$ cat config.mk
export PLATFORM = sky130hd
export DESIGN_NAME = txt_writer
export DESIGN_NICKNAME = d
export VERILOG_FILES = /design/src/rtl/txt_writer.sv
export SDC_FILE = /design/constraint.sdc
export NUM_CORES = 1
export LEC_CHECK = 0
export CAP_MARGIN = 40
export CELL_PAD_IN_SITES_DETAIL_PLACEMENT = 1
export CELL_PAD_IN_SITES_GLOBAL_PLACEMENT = 2
export CORE_MARGIN = 1
export CORE_UTILIZATION = 29
export DETAILED_ROUTE_END_ITERATION = 7
export PLACE_DENSITY = 0.93
export SYNTH_ARGS = -nofsm -noshare
export SYNTH_HDL_FRONTEND = slang
export SYNTH_SLANG_ARGS = --single-unit
$ cat constraint.sdc
create_clock -name clk -period 2.4 [get_ports clk]
set_input_delay 0.6 -clock clk [delete_from_list [all_inputs] [get_ports clk]]
set_output_delay 0.6 -clock clk [all_outputs]
set_load 0.05 [all_outputs]
$ cat src/rtl/txt_writer.sv
// ---------------------------------------------------------------------------
// txt_writer
//   Character-stream front end for text mode. Accepts one host byte per
//   valid/ready handshake, writes printable characters into character RAM
//   at the cursor, handles CR / LF / backspace, and clears every newly
//   entered line. Character RAM is addressed as line*128 + column.
//
// Parameters:
//   COLS        visible columns per line (at most 128)
//   CLEAR_CHAR  byte written into every column of a cleared line
//
// Ports:
//   clk       in   system clock
//   rst       in   synchronous, active-high reset
//   in_valid  in   host byte valid
//   in_char   in   host byte
//   in_ready  out  block can accept a byte this cycle
//   wr_en     out  character RAM write strobe
//   wr_addr   out  character RAM address {1'b0, line[7:0], col[6:0]}
//   wr_data   out  character RAM write data
//   y_reg     out  absolute cursor line, 0..255, wraps
//   cur_x     out  cursor column, 0..COLS-1
//   busy      out  high while writing a character or clearing a line
// ---------------------------------------------------------------------------
module txt_writer #(
    parameter int          COLS       = 80,
    parameter logic [7:0]  CLEAR_CHAR = 8'h20
) (
    input  logic        clk,
    input  logic        rst,
    input  logic        in_valid,
    input  logic [7:0]  in_char,
    output logic        in_ready,
    output logic        wr_en,
    output logic [15:0] wr_addr,
    output logic [7:0]  wr_data,
    output logic [7:0]  y_reg,
    output logic [6:0]  cur_x,
    output logic        busy
);

    typedef enum logic [1:0] {
        IDLE  = 2'd0,
        WRITE = 2'd1,
        CLEAR = 2'd2
    } state_t;

    localparam logic [6:0] LAST_COL = 7'(COLS - 1);

    state_t     state;
    logic [6:0] x;
    logic [7:0] y;
    logic [6:0] clr_cnt;
    logic [7:0] ch;

    // Printable ASCII range that lands in character RAM.
    function automatic logic is_printable(input logic [7:0] c);
        return (c >= 8'h20) && (c <= 8'h7E);
    endfunction

    // Cursor / line-clear state machine. Reset enters CLEAR so that line 0
    // is blanked before the first host byte is accepted.
    always_ff @(posedge clk) begin
        if (rst) begin
            state   <= CLEAR;
            clr_cnt <= 7'd0;
            x       <= 7'd0;
            y       <= 8'd0;
            ch      <= 8'd0;
        end else begin
            case (state)
                IDLE: begin
                    // in_ready is exactly (state == IDLE) here, so in_valid
                    // alone marks a transfer.
                    if (in_valid) begin
                        if (is_printable(in_char)) begin
                            ch    <= in_char;
                            state <= WRITE;
                        end else begin
                            case (in_char)
                                8'h0A: begin
                                    x       <= 7'd0;
                                    y       <= y + 8'd1;
                                    clr_cnt <= 7'd0;
                                    state   <= CLEAR;
                                end
                                8'h0D: begin
                                    x <= 7'd0;
                                end
                                8'h08: begin
                                    if (x != 7'd0) begin
                                        x <= x - 7'd1;
                                    end else begin
                                        x <= x;
                                    end
                                end
                                default: begin
                                    // Unsupported control byte: consumed, no effect.
                                    state <= IDLE;
                                end
                            endcase
                        end
                    end else begin
                        state <= IDLE;
                    end
                end
                WRITE: begin
                    // Writing the last column wraps onto a fresh, cleared line.
                    if (x == LAST_COL) begin
                        x       <= 7'd0;
                        y       <= y + 8'd1;
                        clr_cnt <= 7'd0;
                        state   <= CLEAR;
                    end else begin
                        x     <= x + 7'd1;
                        state <= IDLE;
                    end
                end
                CLEAR: begin
                    clr_cnt <= clr_cnt + 7'd1;
                    if (clr_cnt == LAST_COL) begin
                        state <= IDLE;
                    end else begin
                        state <= CLEAR;
                    end
                end
                default: begin
                    state <= IDLE;
                end
            endcase
        end
    end

    // Output decode from state registers; rst forces the RAM port quiet so
    // an aborted clear cannot write during reset.
    always_comb begin
        in_ready = (state == IDLE) && !rst;
        busy     = (state == WRITE) || (state == CLEAR);
        cur_x    = x;
        y_reg    = y;
        wr_en    = 1'b0;
        wr_addr  = 16'd0;
        wr_data  = 8'd0;
        if (!rst) begin
            case (state)
                WRITE: begin
                    wr_en   = 1'b1;
                    wr_addr = {1'b0, y, x};
                    wr_data = ch;
                end
                CLEAR: begin
                    wr_en   = 1'b1;
                    wr_addr = {1'b0, y, clr_cnt};
                    wr_data = CLEAR_CHAR;
                end
                default: begin
                    wr_en   = 1'b0;
                    wr_addr = 16'd0;
                    wr_data = 8'd0;
                end
            endcase
        end else begin
            wr_en   = 1'b0;
            wr_addr = 16'd0;
            wr_data = 8'd0;
        end
    end

endmodule

==> run summary, run 1 <==
Comb power frac: 0.118
Count leader, synth: nor2_1
Starting Density: 0.305
Worst hold path type: flop to flop
Crit path kind: flop to primary output
Die W: 90.3 µm
Reg2Reg Setup Slack: 0.19 ns
Synth top cells by count: nor2_1, dfxtp_1, inv_1
Register Area: 646 µm²
CTS sink count: 32
Crit path max fanout: 5
Initial antenna violation count: 0
Worst Setup SP: state[0]
Clk_lat worst skew: 0.30 ns
Post-synth top area share: 0.283
Outcome: finished, final reports clean
Overflow after GRT: 0
Vias per cell: 5.31
Port Buffers: 51
Max Transition Viols Final: 0
WL final: 7800 µm
Antenna diode count: 0
R2R Path Start: state[1]
TritonCTS Buffers: 5
Syn-to-layout area delta: 54.4%
Reg2Reg Capture Point: cur_x[5]
Post-synthesis sequential area ratio: 0.283
Clk pwr share: 0.446
CP endpoint kind: primary output
Crit path largest cell delay: 0.37 ns
Fmax achieved: 431 MHz
EDFF count, synth: 0
GRT Total Usage: 0.197
First-pass GRT wire length: 12,900 µm
Worst r2r path cells: 8
Residual DRC: 0
Starting DRT DRC Count: 124
Syn_nets: 300
Synth area leader: dfxtp_1
Die Y: 90.3 µm
CTS tree: yes
Post-synth top flop: dfxtp_1
Register bit total from synthesis: 32
Largest net degree at the start of global routing: 39
Area of the core: 7410 µm²
Synth Warn #: 0
Count of cell types in the netlist: 54
Worst path slowest cell: dfxtp_2
RePlAce Congestion: 0.852
Antenna viol nets, final: 0
Die area: 8160 µm²
Critical path cell sequence: inv_1, ha_4, nand2b_4, nor2_2, buf_4, and2_2, buf_12
Synthesized netlist cell count: 280
Largest cells by area after synthesis: dfxtp_1, nor2_1, ha_1, mux2i_1, a21oi_1
Layout Nets: 380
Arrival @ worst endpoint: 1.72 ns
Worst-margin pin slew: 0.571 ns
CP delay by family, top: simple AND/OR/NAND/NOR gates
Power density cells: 353 nW/µm²
CTS root buf: clkbuf_8
Post-place setup slack: -0.170 ns
Crit path required time: 1.80 ns
Pleak: 1.28 nW
Critical Path Sink: wr_addr[12]
Total number of vias: 2,442
Vias in the first global route: 2,607
Total iterations of the first detailed-routing run: 4
Boundary Pins: 53
Critical path depth: 7
Layout cells sized above 1: 0.349
RSZ-0062 raised after global routing: no
Hpwl dp: 5750 µm
Worst setup margin: 0.0787 ns
Flop pwr share: 0.436
Avg WL per Cell: 17.0 µm
Synthesized area: 2260 µm²
Sw frac: 0.266
Clk pin slew, worst setup/hold paths: 0.08 ns
Postcts setup bufs: 0
Tmin final: 2.32 ns
Area taken by multi-input logic gates: 1580 µm²
Relative max-transition margin: 0.618
Clock skew: 0.00928 ns
Max-Cap Viols: 0
Total Neg Setup Slack: 0 ns
Crit path buffers/inverters: 3
Avg Cell Area, Syn: 8.08 µm²
P_int: 0.000905 W
Setup violators final: 0
Ys async rst share: 0
# rows: 31
P_sw: 0.000329 W
Fill count: 876
Startpoint Class: flop
CTS max path bufs: 2
Tcrit/Tclk final: 0.967
Peak VDD IR: 184 µV
H-Tree Depth: 2
Final Hold Violating Endpoints: 0
[worst reg2reg max path: stages (launching register included)]
cell and delay [ns]:
dfxtp_4 0.36, inv_1 0.10, ha_1 0.18, buf_4 0.24, nor2b_1 0.29, or3_1 0.19, a2bb2oi_2 0.36, a31oi_1 0.15
a311oi_1 0.24
[cell usage in the layout, fill, tap and decap left out, types with 5 or more instances in the layout]
cell,instances
or3_1,10
and2_2,8
xnor2_1,8
a22oi_1,8
nor4b_2,5
clkdlybuf4s50_1,23
mux2i_1,8
nand4_1,5
o21ai_0,9
nor2_1,25
nand3_1,11
a21oi_1,14
nor2b_1,5
nor3_1,6
buf_4,50
inv_1,14
ha_1,8
buf_12,18
nor2_2,8
dfxtp_1,30
clkbuf_8,5
nand2_1,13
and3_4,7
[kinds of logic after synthesis]
| kind of cell | Yosys count | synth area share |
|---|---|---|
| other | 1 | 0.00166 |
| adders and majority gates | 9 | 0.0498 |
| buffers and inverters | 34 | 0.0642 |
| muxes | 8 | 0.0354 |
| DFF | 32 | 0.283 |
| and+or+nand+nor | 121 | 0.314 |
| xor gates and xnor gates | 8 | 0.0310 |
| AOI/OAI and AO/OA | 67 | 0.221 |
[stage by stage]
step / hold WS [ns] / instances / total power (W) / instance area, µm² / util
after floorplan: 0.459 / 280 / 0.000614 / 2330 / -
after global placement: 0.469 / 451 / 0.000689 / 3340 / 0.451
after global routing: 0.522 / 460 / 0.00127 / 3490 / 0.471
after CTS: 0.503 / 459 / 0.00124 / 3460 / 0.467
final: 0.493 / 460 / 0.00123 / 3490 / 0.471
after detailed placement: 0.487 / 451 / 0.000694 / 3340 / 0.451
[layout make-up]
type / instances / share of cell area
inverter: 15 / 0.0172
multi-input combinational: 214 / 0.451
tap: 99 / 0.0355
timing repair buffer: 92 / 0.279
sequential: 32 / 0.185
clock inverter: 3 / 0.0122
clock buffer: 5 / 0.0197
[what timing repair did]
action	CTS	global route
hold buffers	0	0
resized for setup	5	6
gates cloned	0	1
endpoints found under the setup margin	24	10
pin swaps	7	0
[power by group through the flow]
| stage | sequential, W | combinational, W | clock, W |
|---|---|---|---|
| 2_1_floorplan | 0.000551 | 0.0000630 | 0 |
| 3_3_place_gp | 0.000552 | 0.000137 | 0 |
| 3_5_place_dp | 0.000552 | 0.000142 | 0 |
| 4_1_cts | 0.000540 | 0.000143 | 0.000556 |
| 5_1_grt | 0.000539 | 0.000153 | 0.000582 |
| 6_report | 0.000538 | 0.000145 | 0.000550 |
[routing by layer]
| metal | track usage | routed length, µm |
|---|---|---|
| met1 | 0.234 | 3360 |
| met2 | 0.361 | 3990 |
| met3 | 0.0362 | 350 |
| met4 | 0.0565 | 99 |
| met5 | 0 | 0 |
[how the worst min path moves through the flow]
stage,startpoint,end,cells past startpoint
finish,ch[7],ch[7],1
global route,ch[7],ch[7],1
CTS,ch[7],ch[7],1
detailed placement,ch[2],ch[2],2
global placement,ch[7],ch[7],1
floorplan,ch[7],ch[7],1
Note: power is estimated with default switching activity, not from simulation.
==> inputs of run 2 (changes only) <==
--- a/config.mk
+++ b/config.mk
@@ -12,6 +12,7 @@
 export CORE_UTILIZATION = 29
 export DETAILED_ROUTE_END_ITERATION = 7
 export PLACE_DENSITY = 0.93
+export SLEW_MARGIN = 0
 export SYNTH_ARGS = -nofsm -noshare
 export SYNTH_HDL_FRONTEND = slang
 export SYNTH_SLANG_ARGS = --single-unit
==> results of run 2 <==
Final layout, timing and power as in run 1 (identical DEF).
==> inputs of run 3 (changes only) <==
==> constraint.sdc (replaced) <==
create_clock -name clk -period 2.4 [get_ports clk]
set_input_delay 0.6 -clock clk [delete_from_list [all_inputs] [get_ports clk]]
set_output_delay 0.6 -clock clk [all_outputs]
set_load 0.005 [all_outputs]
==> run summary, run 3 (synthesis gave the netlist of run 1 again) <==
Outcome: finished with violations (was finished, final reports clean)
Failing checks: negative setup slack
Arrival @ worst endpoint: 1.81 ns (was 1.72 ns)
Initial antenna violation count: 0 (unchanged)
Area of the core: 7410 µm² (unchanged)
Crit path buffers/inverters: 4 (was 3)
# rows: 31 (unchanged)
Crit path required time: 1.80 ns (about the same)
Vias in the first global route: 2,580 (was 2,607)
Antenna viol nets, final: 0 (unchanged)
H-Tree Depth: 2 (unchanged)
Boundary Pins: 53 (unchanged)
TritonCTS Buffers: 5 (unchanged)
Max-Cap Viols: 0 (unchanged)
Commonest cells after routing, fill and taps aside: buf_4, nor2_1, dfxtp_1 (was buf_4, dfxtp_1, nor2_1)
Max Transition Viols Final: 0 (unchanged)
Worst-margin pin slew: 0.556 ns (was 0.571 ns)
Worst setup margin: -0.0101 ns (was 0.0787 ns)
Die area: 8160 µm² (unchanged)
Worst hold path type: flop to flop (unchanged)
RePlAce Congestion: 0.842 (was 0.852)
Tcrit/Tclk final: 1.00 (was 0.967)
CTS tree: yes (unchanged)
Hpwl dp: 5620 µm (was 5750 µm)
Layout cells sized above 1: 0.266 (was 0.349)
Syn-to-layout area delta: 49.3% (was 54.4%)
Util after Layout: 0.456 (was 0.471)
First-pass GRT wire length: 13,200 µm (was 12,900 µm)
Pleak: 1.38 nW (was 1.28 nW)
Sw frac: 0.282 (was 0.266)
Tmin final: 2.41 ns (was 2.32 ns)
Starting Density: 0.305 (unchanged)
Most common cell after layout, fill and taps aside: buf_4 (unchanged)
P_sw: 0.000315 W (was 0.000329 W)
Peak VDD IR: 211 µV (was 184 µV)
Worst path slowest cell: dfxtp_2 (unchanged)
RSZ-0062 raised after global routing: yes (was no)
Hold Slack: 0.485 ns (was 0.493 ns)
Die W: 90.3 µm (unchanged)
Post-place setup slack: -0.386 ns (was -0.170 ns)
Power density cells: 331 nW/µm² (was 353 nW/µm²)
Total iterations of the first detailed-routing run: 4 (unchanged)
Clk_lat worst skew: 0.30 ns (about the same)
Crit path kind: flop to primary output (unchanged)
Port Buffers: 51 (unchanged)
Comb power frac: 0.109 (was 0.118)
Fmax achieved: 415 MHz (was 431 MHz)
Flop pwr share: 0.484 (was 0.436)
P_int: 0.000802 W (was 0.000905 W)
Residual DRC: 0 (unchanged)
CP endpoint kind: primary output (unchanged)
Overflow after GRT: 0 (unchanged)
Clk pwr share: 0.407 (was 0.446)
Crit path largest cell delay: 0.35 ns (was 0.37 ns)
Vias per cell: 5.35 (was 5.31)
Avg WL per Cell: 17.2 µm (was 17.0 µm)
Layout Nets: 387 (was 380)
Starting DRT DRC Count: 92 (was 124)
CTS sink count: 32 (unchanged)
Clk pin slew, worst setup/hold paths: 0.08 ns (about the same)
Antenna diode count: 0 (unchanged)
CTS root buf: clkbuf_8 (unchanged)
WL final: 8040 µm (was 7800 µm)
Startpoint Class: flop (unchanged)
Relative max-transition margin: 0.624 (was 0.618)
Clock skew: 0.00908 ns (was 0.00928 ns)
Die Y: 90.3 µm (unchanged)
Post-CTS Hold Fix Bufs: 0 (unchanged)
Final Hold Violating Endpoints: 0 (unchanged)
Total number of vias: 2,499 (was 2,442)
Setup violators final: 1 (was 0)
Crit path max fanout: 6 (was 5)
CTS max path bufs: 2 (unchanged)
GRT Total Usage: 0.197 (about the same)
Largest net degree at the start of global routing: 39 (unchanged)
Critical path cell sequence: inv_2, ha_4, nand2b_4, clkinvlp_4, buf_4, and3_4, dlygate4sd2_1 (was inv_1, ha_4, nand2b_4, nor2_2, buf_4, and2_2, buf_12)
CP delay by family, top: buffers and inverters (was simple AND/OR/NAND/NOR gates)
Fill count: 878 (was 876)
[run 3: cell count changes in the layout (fill, tap and decap cells not counted), moves of 4 or more]
cell / change
buf_12: -17
buf_6: +5
buf_4: -8
nor2_2: -8
clkbuf_2: +4
nor2_1: +6
dlymetal6s2s_1: +6
and2_1: +8
dlygate4sd2_1: +14
and2_2: -8
[run 3: final cells by class]
| class | count | area [µm²] | share of cell area |
|---|---|---|---|
| clock buffer | 5 | 68.8 | 0.0204 |
| clock inverter | 3 | 23.8 | 0.00704 |
| inverter | 15 | 62.6 | 0.0185 |
| multi-input combinational | 214 | 1580 | 0.467 |
| sequential | 32 | 643 | 0.190 |
| tap | 99 | 124 | 0.0367 |
| timing repair buffer | 99 | 878 | 0.260 |
[run 3: stage by stage]
stage / instance area, µm² / setup TNS [ns] / cells / total power [W]
after floorplan: 2260 / 0 / 280 / 0.000592
after global placement: 3120 / -9.15 / 450 / 0.000658
after detailed placement: 3120 / -10.24 / 450 / 0.000661
after CTS: 3330 / -0.572 / 466 / 0.00113
after global routing: 3380 / -0.337 / 467 / 0.00116
final: 3380 / -0.0101 / 467 / 0.00112
[run 3: worst paths after layout]
kind,startpoint,to,slack [ns],depth (start not counted)
worst min-delay path,ch[7],ch[7],0.48,1
worst max register to register,state[0],clr_cnt[6],0.21,8
worst max-delay path,state[1],wr_data[0],-0.01,7
worst min register to register,ch[7],ch[7],0.48,1
[run 3: routing by layer]
layer	vias up	global-route usage	wire length, µm
met5	-	0	0
met3	11	0.0320	252
met4	0	0.0511	93
li1	1191	-	-
met1	1246	0.239	3490
met2	51	0.357	4200
[run 3: power by group through the flow]
stage	Sequential (W)	Clock [W]	Combinational, W
2_1_floorplan	0.000551	0	0.0000412
3_3_place_gp	0.000552	0	0.000106
3_5_place_dp	0.000552	0	0.000109
4_1_cts	0.000540	0.000468	0.000123
5_1_grt	0.000541	0.000485	0.000131
6_report	0.000541	0.000455	0.000122
[run 3: repair_timing]
action | 4_1_cts | 5_1_grt
buffers inserted | 7 | 1
endpoints found under the setup margin | 25 | 17
pin swaps | 6 | 0
cloned | 1 | 0
gates resized for setup | 41 | 21
[run 3: worst reg2reg max path, cell delays in order, from the launching register on]
cell and delay, ns:
dfxtp_2 0.37, buf_4 0.14, ha_4 0.16, buf_6 0.21, inv_1 0.13, a21oi_1 0.40
or3_1 0.39, a21oi_2 0.06, o32ai_1 0.23
